<file path="src/rtl/trace_pkg.sv">
// rtl/trace_pkg.sv - shared state and trigger-mode encodings for the trace capture core
package trace_pkg;

    typedef enum logic [1:0] {
        IDLE = 2'd0,
        PRE  = 2'd1,
        POST = 2'd2,
        DUMP = 2'd3
    } state_e;

    typedef enum logic [1:0] {
        TRIG_IMM    = 2'd0,
        TRIG_MATCH  = 2'd1,
        TRIG_RISE   = 2'd2,
        TRIG_CHANGE = 2'd3
    } trig_mode_e;

endpackage

</file>
<file path="src/rtl/trace_ram.sv">
// rtl/trace_ram.sv - simple dual-port capture buffer, synchronous write, registered read
module trace_ram #(
    parameter int DEPTH = 64,
    parameter int WIDTH = 36,
    parameter int AW    = $clog2(DEPTH)
) (
    input  logic             clk,
    input  logic             rst_n,
    input  logic             wr_en,
    input  logic [AW-1:0]    wr_addr,
    input  logic [WIDTH-1:0] wr_data,
    input  logic             rd_en,
    input  logic [AW-1:0]    rd_addr,
    output logic [WIDTH-1:0] rd_data
);

    logic [WIDTH-1:0] mem [DEPTH];

    always_ff @(posedge clk) begin
        if (wr_en) begin
            mem[wr_addr] <= wr_data;
        end
    end

    // Only the read register is reset; it holds its word until the next read.
    always_ff @(posedge clk or negedge rst_n) begin
        if (!rst_n) begin
            rd_data <= '0;
        end else if (rd_en) begin
            rd_data <= mem[rd_addr];
        end
    end

endmodule

</file>
<file path="src/rtl/trace_capture.sv">
// rtl/trace_capture.sv - logic-analyser core: pre-trigger ring buffer, four trigger modes, oldest-first dump
module trace_capture
    import trace_pkg::*;
#(
    parameter int CHANNELS = 4,
    parameter int DEPTH    = 64,
    parameter int CYCLE_W  = 32,
    parameter int PTR_W    = $clog2(DEPTH)
) (
    input  logic                clk,
    input  logic                rst_n,
    input  logic                sample_en,
    input  logic [CHANNELS-1:0] probe,
    input  logic                arm,
    input  logic                abort,
    input  logic [1:0]          trig_mode,
    input  logic [CHANNELS-1:0] trig_mask,
    input  logic [CHANNELS-1:0] trig_value,
    input  logic [PTR_W-1:0]    post_count,
    output logic                out_valid,
    input  logic                out_ready,
    output logic [CHANNELS-1:0] out_data,
    output logic [CYCLE_W-1:0]  out_cycle,
    output logic                out_last,
    output logic                busy,
    output logic                triggered
);

    localparam int             WORD_W = CHANNELS + CYCLE_W;
    localparam logic [PTR_W:0] FULL   = (PTR_W + 1)'(DEPTH);

    state_e               state;
    state_e               state_nxt;
    logic [CYCLE_W-1:0]   cycle_cnt;
    logic [CHANNELS-1:0]  prev;
    logic [PTR_W-1:0]     wr_ptr;
    logic [PTR_W-1:0]     wr_ptr_inc;
    logic [PTR_W-1:0]     rd_ptr;
    logic [PTR_W-1:0]     remaining;
    logic [PTR_W:0]       fill;
    logic [PTR_W:0]       fill_inc;
    logic [PTR_W:0]       rd_left;
    logic                 trig_hit;
    logic                 store;
    logic                 enter_dump;
    logic                 rd_en;
    logic                 out_fire;
    logic [WORD_W-1:0]    rd_word;

    always_comb begin
        trig_hit = 1'b0;
        case (trig_mode_e'(trig_mode))
            TRIG_IMM:    trig_hit = 1'b1;
            TRIG_MATCH:  trig_hit = ((probe ^ trig_value) & trig_mask) == '0;
            TRIG_RISE:   trig_hit = |(probe & ~prev & trig_mask);
            TRIG_CHANGE: trig_hit = |((probe ^ prev) & trig_mask);
            default:     trig_hit = 1'b0;
        endcase
    end

    assign store      = sample_en && !abort && (state == PRE || state == POST);
    assign wr_ptr_inc = wr_ptr + PTR_W'(1);
    assign fill_inc   = (fill == FULL) ? fill : fill + (PTR_W + 1)'(1);
    assign out_fire   = out_valid && out_ready;
    // A new word is fetched whenever the output slot is empty or being emptied.
    assign rd_en      = (state == DUMP) && !abort && (rd_left != '0) && (!out_valid || out_ready);
    assign enter_dump = (state != DUMP) && (state_nxt == DUMP);
    assign busy       = (state != IDLE);

    always_comb begin
        state_nxt = state;
        if (abort) begin
            state_nxt = IDLE;
        end else begin
            case (state)
                IDLE: if (arm) state_nxt = PRE;
                PRE:  if (sample_en && trig_hit) state_nxt = (post_count == '0) ? DUMP : POST;
                POST: if (sample_en && remaining == PTR_W'(1)) state_nxt = DUMP;
                DUMP: if (out_fire && out_last) state_nxt = IDLE;
                default: state_nxt = IDLE;
            endcase
        end
    end

    always_ff @(posedge clk or negedge rst_n) begin
        if (!rst_n) begin
            state <= IDLE;
        end else begin
            state <= state_nxt;
        end
    end

    always_ff @(posedge clk or negedge rst_n) begin
        if (!rst_n) begin
            cycle_cnt <= '0;
            prev      <= '0;
            wr_ptr    <= '0;
            rd_ptr    <= '0;
            remaining <= '0;
            fill      <= '0;
            rd_left   <= '0;
            triggered <= 1'b0;
            out_valid <= 1'b0;
            out_last  <= 1'b0;
        end else begin
            if (sample_en) begin
                cycle_cnt <= cycle_cnt + CYCLE_W'(1);
                prev      <= probe;
            end
            if (abort) begin
                triggered <= 1'b0;
                out_valid <= 1'b0;
                out_last  <= 1'b0;
                rd_left   <= '0;
            end else begin
                if (state == IDLE && arm) begin
                    fill      <= '0;
                    wr_ptr    <= '0;
                    triggered <= 1'b0;
                end
                if (store) begin
                    wr_ptr <= wr_ptr_inc;
                    fill   <= fill_inc;
                end
                if (state == PRE && sample_en && trig_hit) begin
                    triggered <= 1'b1;
                    remaining <= post_count;
                end
                if (state == POST && sample_en) begin
                    remaining <= remaining - PTR_W'(1);
                end
                // Oldest entry: the buffer start once the final sample has been written.
                if (enter_dump) begin
                    rd_ptr  <= wr_ptr_inc - fill_inc[PTR_W-1:0];
                    rd_left <= fill_inc;
                end
                if (rd_en) begin
                    rd_ptr    <= rd_ptr + PTR_W'(1);
                    rd_left   <= rd_left - (PTR_W + 1)'(1);
                    out_valid <= 1'b1;
                    out_last  <= (rd_left == (PTR_W + 1)'(1));
                end else if (out_fire) begin
                    out_valid <= 1'b0;
                    out_last  <= 1'b0;
                end
            end
        end
    end

    trace_ram #(
        .DEPTH (DEPTH),
        .WIDTH (WORD_W),
        .AW    (PTR_W)
    ) u_ram (
        .clk     (clk),
        .rst_n   (rst_n),
        .wr_en   (store),
        .wr_addr (wr_ptr),
        .wr_data ({cycle_cnt, probe}),
        .rd_en   (rd_en),
        .rd_addr (rd_ptr),
        .rd_data (rd_word)
    );

    assign {out_cycle, out_data} = rd_word;

endmodule

</file>
<file path="config.mk">
export PLATFORM = sky130hd
export DESIGN_NAME = trace_capture
export DESIGN_NICKNAME = d
export VERILOG_FILES = /design/src/rtl/trace_pkg.sv /design/src/rtl/trace_ram.sv /design/src/rtl/trace_capture.sv
export SDC_FILE = /design/constraint.sdc
export NUM_CORES = 2
export LEC_CHECK = 0
export CORE_MARGIN = 5
export CORE_UTILIZATION = 40
export DETAILED_ROUTE_END_ITERATION = 16
export PLACE_DENSITY = 0.6
export SLEW_MARGIN = 20
export SYNTH_ARGS = -nofsm -noshare
export SYNTH_HDL_FRONTEND = slang
export SYNTH_HIERARCHICAL = 1
export SYNTH_SLANG_ARGS = --single-unit
</file>
<file path="constraint.sdc">
create_clock -name clk -period 11.12 [get_ports clk]
set_input_delay 1.112 -clock clk [delete_from_list [all_inputs] [get_ports clk]]
set_output_delay 1.112 -clock clk [all_outputs]
set_load 0.005 [all_outputs]
</file>
-- After elaboration in Yosys (flattened, before gate mapping)
Memories as Yosys holds them, arrays and structs flattened. A register that Yosys moved wholly into a read port is not among the register bits.
Index checks and enable logic that the tools add are counted.
- memories kept: 1
- input bits: 26
- flip-flop bits (word level): 73
- logic and storage cells: 104
- bits in writable memories: 2304
- output and inout bits: 40
- memory list (memory ; words ; width ; read ports ; clocked after Yosys merged registers in ; wr ports ; line ; text):
    u_ram.mem ; 64 ; 36 ; 1 ; 1 ; 1 ; trace_ram.sv:17 ; logic [WIDTH-1:0] mem [DEPTH];
- multiplexer cells: 30
- bitwise gates (word level): 8
- equality and inequality tests: 11
- add/subtract/negate cells: 7
- reduce and logical (&&, ||, !) cells: 36
- operators with widths (cell ; number):
    2-to-1 mux 7 bit ; 6
    2-to-1 mux 6 bit ; 6
    adder 32 x 1 -> 32 bit (second input constant) ; 1
    AND 4 bit ; 4
    logical AND 1 bit ; 14
    adder 6 x 1 -> 6 bit (second input constant) ; 2
    2-to-1 mux 1 bit ; 11
    equality test 2 bit (second input constant) ; 5
    2-to-1 mux 2 bit ; 5
    nonzero test 3 bit ; 3
    case mux 2 bit (4 select lines) ; 1
    nonzero test 2 bit ; 4
    OR reduction 4 bit ; 2
    bitwise XOR 4 bit ; 2
    adder 7 x 1 -> 7 bit (second input constant) ; 1
    equality test 7 x 1 -> 1 bit (second input constant) ; 1
    equality test 7 bit (second input constant) ; 1
    nonzero test 7 bit ; 1
    subtractor 7 x 1 -> 7 bit (second input constant) ; 1
    equality test 6 x 1 -> 1 bit (second input constant) ; 1
    logical NOT 6 bit ; 1
    AND reduction 2 bit ; 3
    subtractor 6 x 1 -> 6 bit (second input constant) ; 1
    subtractor 6 bit ; 1
    other kinds (9) ; 14

-- Logic depth before layout (Yosys ltp)
- word-level depth: 14
- gate-level depth with buffers: 13
- mapped depth without buffers: 13

-- Modules after synthesis
The synthesis kept the hierarchy.
- modules (own cells, without submodules) (module ; cells each ; sequential area each (µm²) ; instances ; area each (µm²)):
    trace_ram ; 4353 ; 70087.2 ; 1 ; 89729.8
    trace_capture ; 423 ; 1826.8 ; 1 ; 4131.5

-- Worst setup path after synthesis
OpenSTA, ideal clock, no wires.
- kind: input-to-reg
- from: input abort
- to: memory u_ram.mem[48][0], enable pin
- data required time: 10.646 ns
- library setup time: 0.474 ns
- cell stages on the path: 7
- data arrival time: 4.844 ns
- buffers on the path: 1
- path slack: 5.802 ns
- path through: clkbuf_1 inv_1 nand3_1 inv_1 nand3_1 or3_1 nor3_1
- longest elaborated chain between the ends: 5
- RTL lines (what ; line ; text):
    from (decl) ; trace_capture.sv:15 ; input logic abort,
    logical NOT 1 bit ; trace_capture.sv:61 ; assign store = sample_en && !abort && (state == PRE || state == POST);
    logical AND 1 bit (2 in series) ; trace_capture.sv:61 ;
    via store ; trace_capture.sv:44 ; logic store;
    2-to-1 mux 1 bit ; trace_ram.sv:20 ; if (wr_en) begin
    2-to-1 mux 1 bit (not written as such) ; trace_ram.sv:21 ; mem[wr_addr] <= wr_data;
    to (decl) ; trace_ram.sv:17 ;
The timed path passes the listed nets, and every way through them passes these cells.

==> flow_metrics.py <==
metrics = {
    "routing": {
        "via_per_inst": 5.69,
        "firstDrtPassIters": 5,
        "drt.antenna.violating_nets": 0,
        "routed-via-count": 47200,
        "drt_iter0_drc": 5315,
        "wl_per_cell_um": 29.0,
        "drc": 0,
        "wl_um": 240000,
    },
    "clock_network": {
        "clkTransAtPathRegs_ns": 0.06,
        "cts_tree": "done",
        "holdBufCountCts": 0,
        "cts_buffer_depth": 3,
        "cts_setup_buffers": 0,
        "insertion_delay_ns": 0.87,
        "numCtsBuffers": 233,
        "htreeDepth": 4,
        "ctsResizeCount": 0,
        "cts.sinks": 2413,
        "cts-root-buf": "clkbuf_16",
    },
    "worst_setup_path": {
        "rr_startpoint": "rd_ptr[0]$_DFFE_PN0P_",
        "reg2reg_depth": 9,
        "path_max_fanout": 33,
        "slowest_delay_ns": 1.00,
        "crit_path_start_kind": "flop",
        "cp.arrival_ns": 6.15,
        "crit_required_ns": 11.83,
        "timing.rr.end": "u_ram/rd_data[31]$_DFFE_PN0P_",
        "crit_type": "reg2reg",
        "worstSetupEndpointType": "flop",
        "crit_buf_inv": 3,
        "critPathTopFamily": "simple AND/OR/NAND/NOR gates",
        "crit_path_cell_trace": "buf_4 > buf_4 > or4b_2 > buf_4 > o22ai_1 > nor4_1 > nand3_1 > o22ai_1 > o221ai_1",
        "crit_top_cell": "buf_4",
        "r2r_slack_ns": 5.68,
        "slowest_stage": "nor4_1",
    },
    "sta": {
        "finalHoldViolCount": 0,
        "skew_ns": 0.0581,
        "grt_setup_unrepaired": "false",
        "fmax_mhz": 184,
        "slew_viol_final": 0,
        "fin_crit_sh_pct": 48.9,
        "maxSlewHeadroom_pct": 23.3,
        "min_period_ns": 5.44,
        "tightest_slew_ns": 1.14,
        "setup_violations": 0,
        "setup_ws_ns": 5.68,
        "fin_setup_tns_ns": 0,
    },
    "synthesis": {
        "yosysWarnings": 6,
        "synth_most_common_cell": "edfxtp_1",
        "synth-seq-area-share_pct": 76.6,
        "async_reset_ff_share_pct": 4.52,
        "ys.flop_type": "edfxtp_1",
        "synthTopCellsByArea": "edfxtp_1 (74%), mux4_2 (8.7%), mux2i_1 (4.2%)",
        "netlist_area_um2": 93900,
        "synth_edf_count": 2304,
        "synth.distinct_cells": 66,
        "syn_area_per_cell_um2": 19.7,
        "yosysTopAreaCellShare_pct": 73.7,
        "ys_ff_latch": 2413,
        "synth_top_area_cell": "edfxtp_1",
        "syn_inst": 4776,
        "synthTopCellsByCount": "edfxtp_1 (2,304), mux2i_1 (398), mux4_2 (361)",
        "synth_fp_nets": 4827,
    },
    "grt": {
        "gr-usage-all-layers_pct": 19.4,
        "antenna_found_initial": 5,
        "overflow": 0,
        "grt_pass1_wl_um": 344000,
        "grt_pass1_vias": 46200,
        "grt_max_degree": 137,
    },
    "cells_and_area": {
        "fin_nets": 5001,
        "final_area_um2": 107000,
        "nFillCells": 19600,
        "areaGrowthSynthToFinish_pct": 13.6,
        "drive_gt1_share_pct": 20.4,
    },
    "place": {
        "io_buffers": 65,
        "globalplace.congestion": 0.852,
        "dp_hpwl_um": 138000,
        "placed_area_um2": 99000,
        "dpl_worst_slack_ns": 5.63,
    },
    "power_and_ir_drop": {
        "leakage_uw": 0.0353,
        "power_per_cell_area_nw_per_um2": 221,
        "peakVddDrop_v": 0.000193,
    },
    "floorplanning": {
        "die_area_um2": 244000,
        "coreArea_um2": 233000,
        "die_w_um": 494,
        "die_y_um": 494,
        "pin_count": 66,
        "initial_core_util_pct": 40.3,
        "rows": 177,
    },
    "status": {
        "status": "complete, no violations",
    },
    "job": {
        "maxCapViolCount": 0,
    },
    "min_path": {
        "hold_class": "in2async",
    },
}
==> worst max-delay path by stage <==
stage	slack [ns]	startpoint	cells after the start	end
global route	5.64	rd_ptr[0]$_DFFE_PN0P_	9	u_ram/rd_data[31]$_DFFE_PN0P_
detailed placement	5.63	abort	8	u_ram/mem[30][21]$_DFFE_PP_
CTS	5.87	rd_ptr[0]$_DFFE_PN0P_	9	u_ram/rd_data[31]$_DFFE_PN0P_
finish	5.68	rd_ptr[0]$_DFFE_PN0P_	9	u_ram/rd_data[31]$_DFFE_PN0P_
floorplan	5.80	abort	7	u_ram/mem[48][0]$_DFFE_PP_
global placement	5.72	abort	8	u_ram/mem[30][21]$_DFFE_PP_
==> worst reg2reg max path, cell delays in order, from the launching register on <==
cell,delay [ns]
dfrtp_4,0.91
buf_4,0.63
buf_4,0.69
or4b_2,0.32
buf_4,0.41
o22ai_1,0.24
nor4_1,1.01
nand3_1,0.51
o22ai_1,0.38
o221ai_1,0.18
==> state kept, by name (all words and copies together), names as in the netlist <==
name and cells:
prev 4, u_ram/rd_data 36, u_ram/mem 2304, wr_ptr 6
state 2, out_valid 1, out_last 1, triggered 1
fill 7, rd_ptr 6, rd_left 7, remaining 6
cycle_cnt 32
==> cells in the final DEF, fill, tap and decap left out, types with 10 or more instances in the layout <==
cell             netlist  layout
nor2_1               231     169
clkinv_1               0      53
bufinv_16              0      23
nor2b_1              113     111
ha_1                  24      24
a21oi_1              124     124
o22ai_1              146     146
a211oi_1              73      73
mux2i_1              398     398
xnor2_1               32      32
edfxtp_1            2304    2304
dfrtp_2                0      25
clkdlybuf4s50_1        0      60
dfrtp_4                0      11
o21ai_0               65      63
a221oi_1              36      36
nor2_4                 0      62
mux4_2               361     361
clkbuf_16              0     235
mux2_2               110     110
buf_12                 0      16
nand2_1               47      47
nor4_1                72      72
xor2_1                20      20
dfrtp_1              109      73
buf_4                 22     120
nand2b_1              14      13
clkinv_2               0      36
clkbuf_1             100      55
nand3_1               60      59
nand4_1               11      11
nor3_1                12      10
inv_1                 30      29
o221ai_1              37      37
==> power by group <==
group,internal [µW],switching [µW]
clock network,4460,3360
logic,1920,3220
registers,10200,389
total,16600,6960
==> cell families after synthesis <==
| family | after synthesis | synth area share (%) |
|---|---|---|
| flops | 2413 | 76.6 |
| mux | 869 | 14.2 |
| simple gates | 607 | 3.29 |
| compound gates | 517 | 3.60 |
| buf+inv | 293 | 1.45 |
| xor+xnor | 52 | 0.485 |
| fa+ha+maj | 25 | 0.341 |
==> routing by layer <==
metal	global-route usage, %	wire length (µm)
met4	5.46	6550
met5	0	0
met2	31.0	116000
met3	2.95	15400
met1	27.9	103000
==> final cells by class <==
| type | instances | area [µm²] | share of cell area (%) |
|---|---|---|---|
| timing repair buffer | 202 | 1900 | 1.78 |
| clock buffer | 297 | 6180 | 5.80 |
| sequential | 2413 | 72000 | 67.5 |
| multi-input combinational | 2070 | 21100 | 19.8 |
| clock inverter | 132 | 1400 | 1.31 |
| antenna | 7 | 17.5 | 0.0164 |
| tap | 3132 | 3920 | 3.67 |
| inverter | 30 | 113 | 0.106 |
==> stage by stage <==
stage	instances	hold WS [ns]	utilization, %	power, µW
after CTS	8275	0.180	45.8	23700
final	8283	0.224	45.8	23500
after global routing	8276	0.225	45.8	24400
after floorplan	4776	0.471	-	14000
after detailed placement	7846	0.521	42.5	15900
after global placement	7839	0.493	42.4	15900
Note: power is estimated with default switching activity, not from simulation.
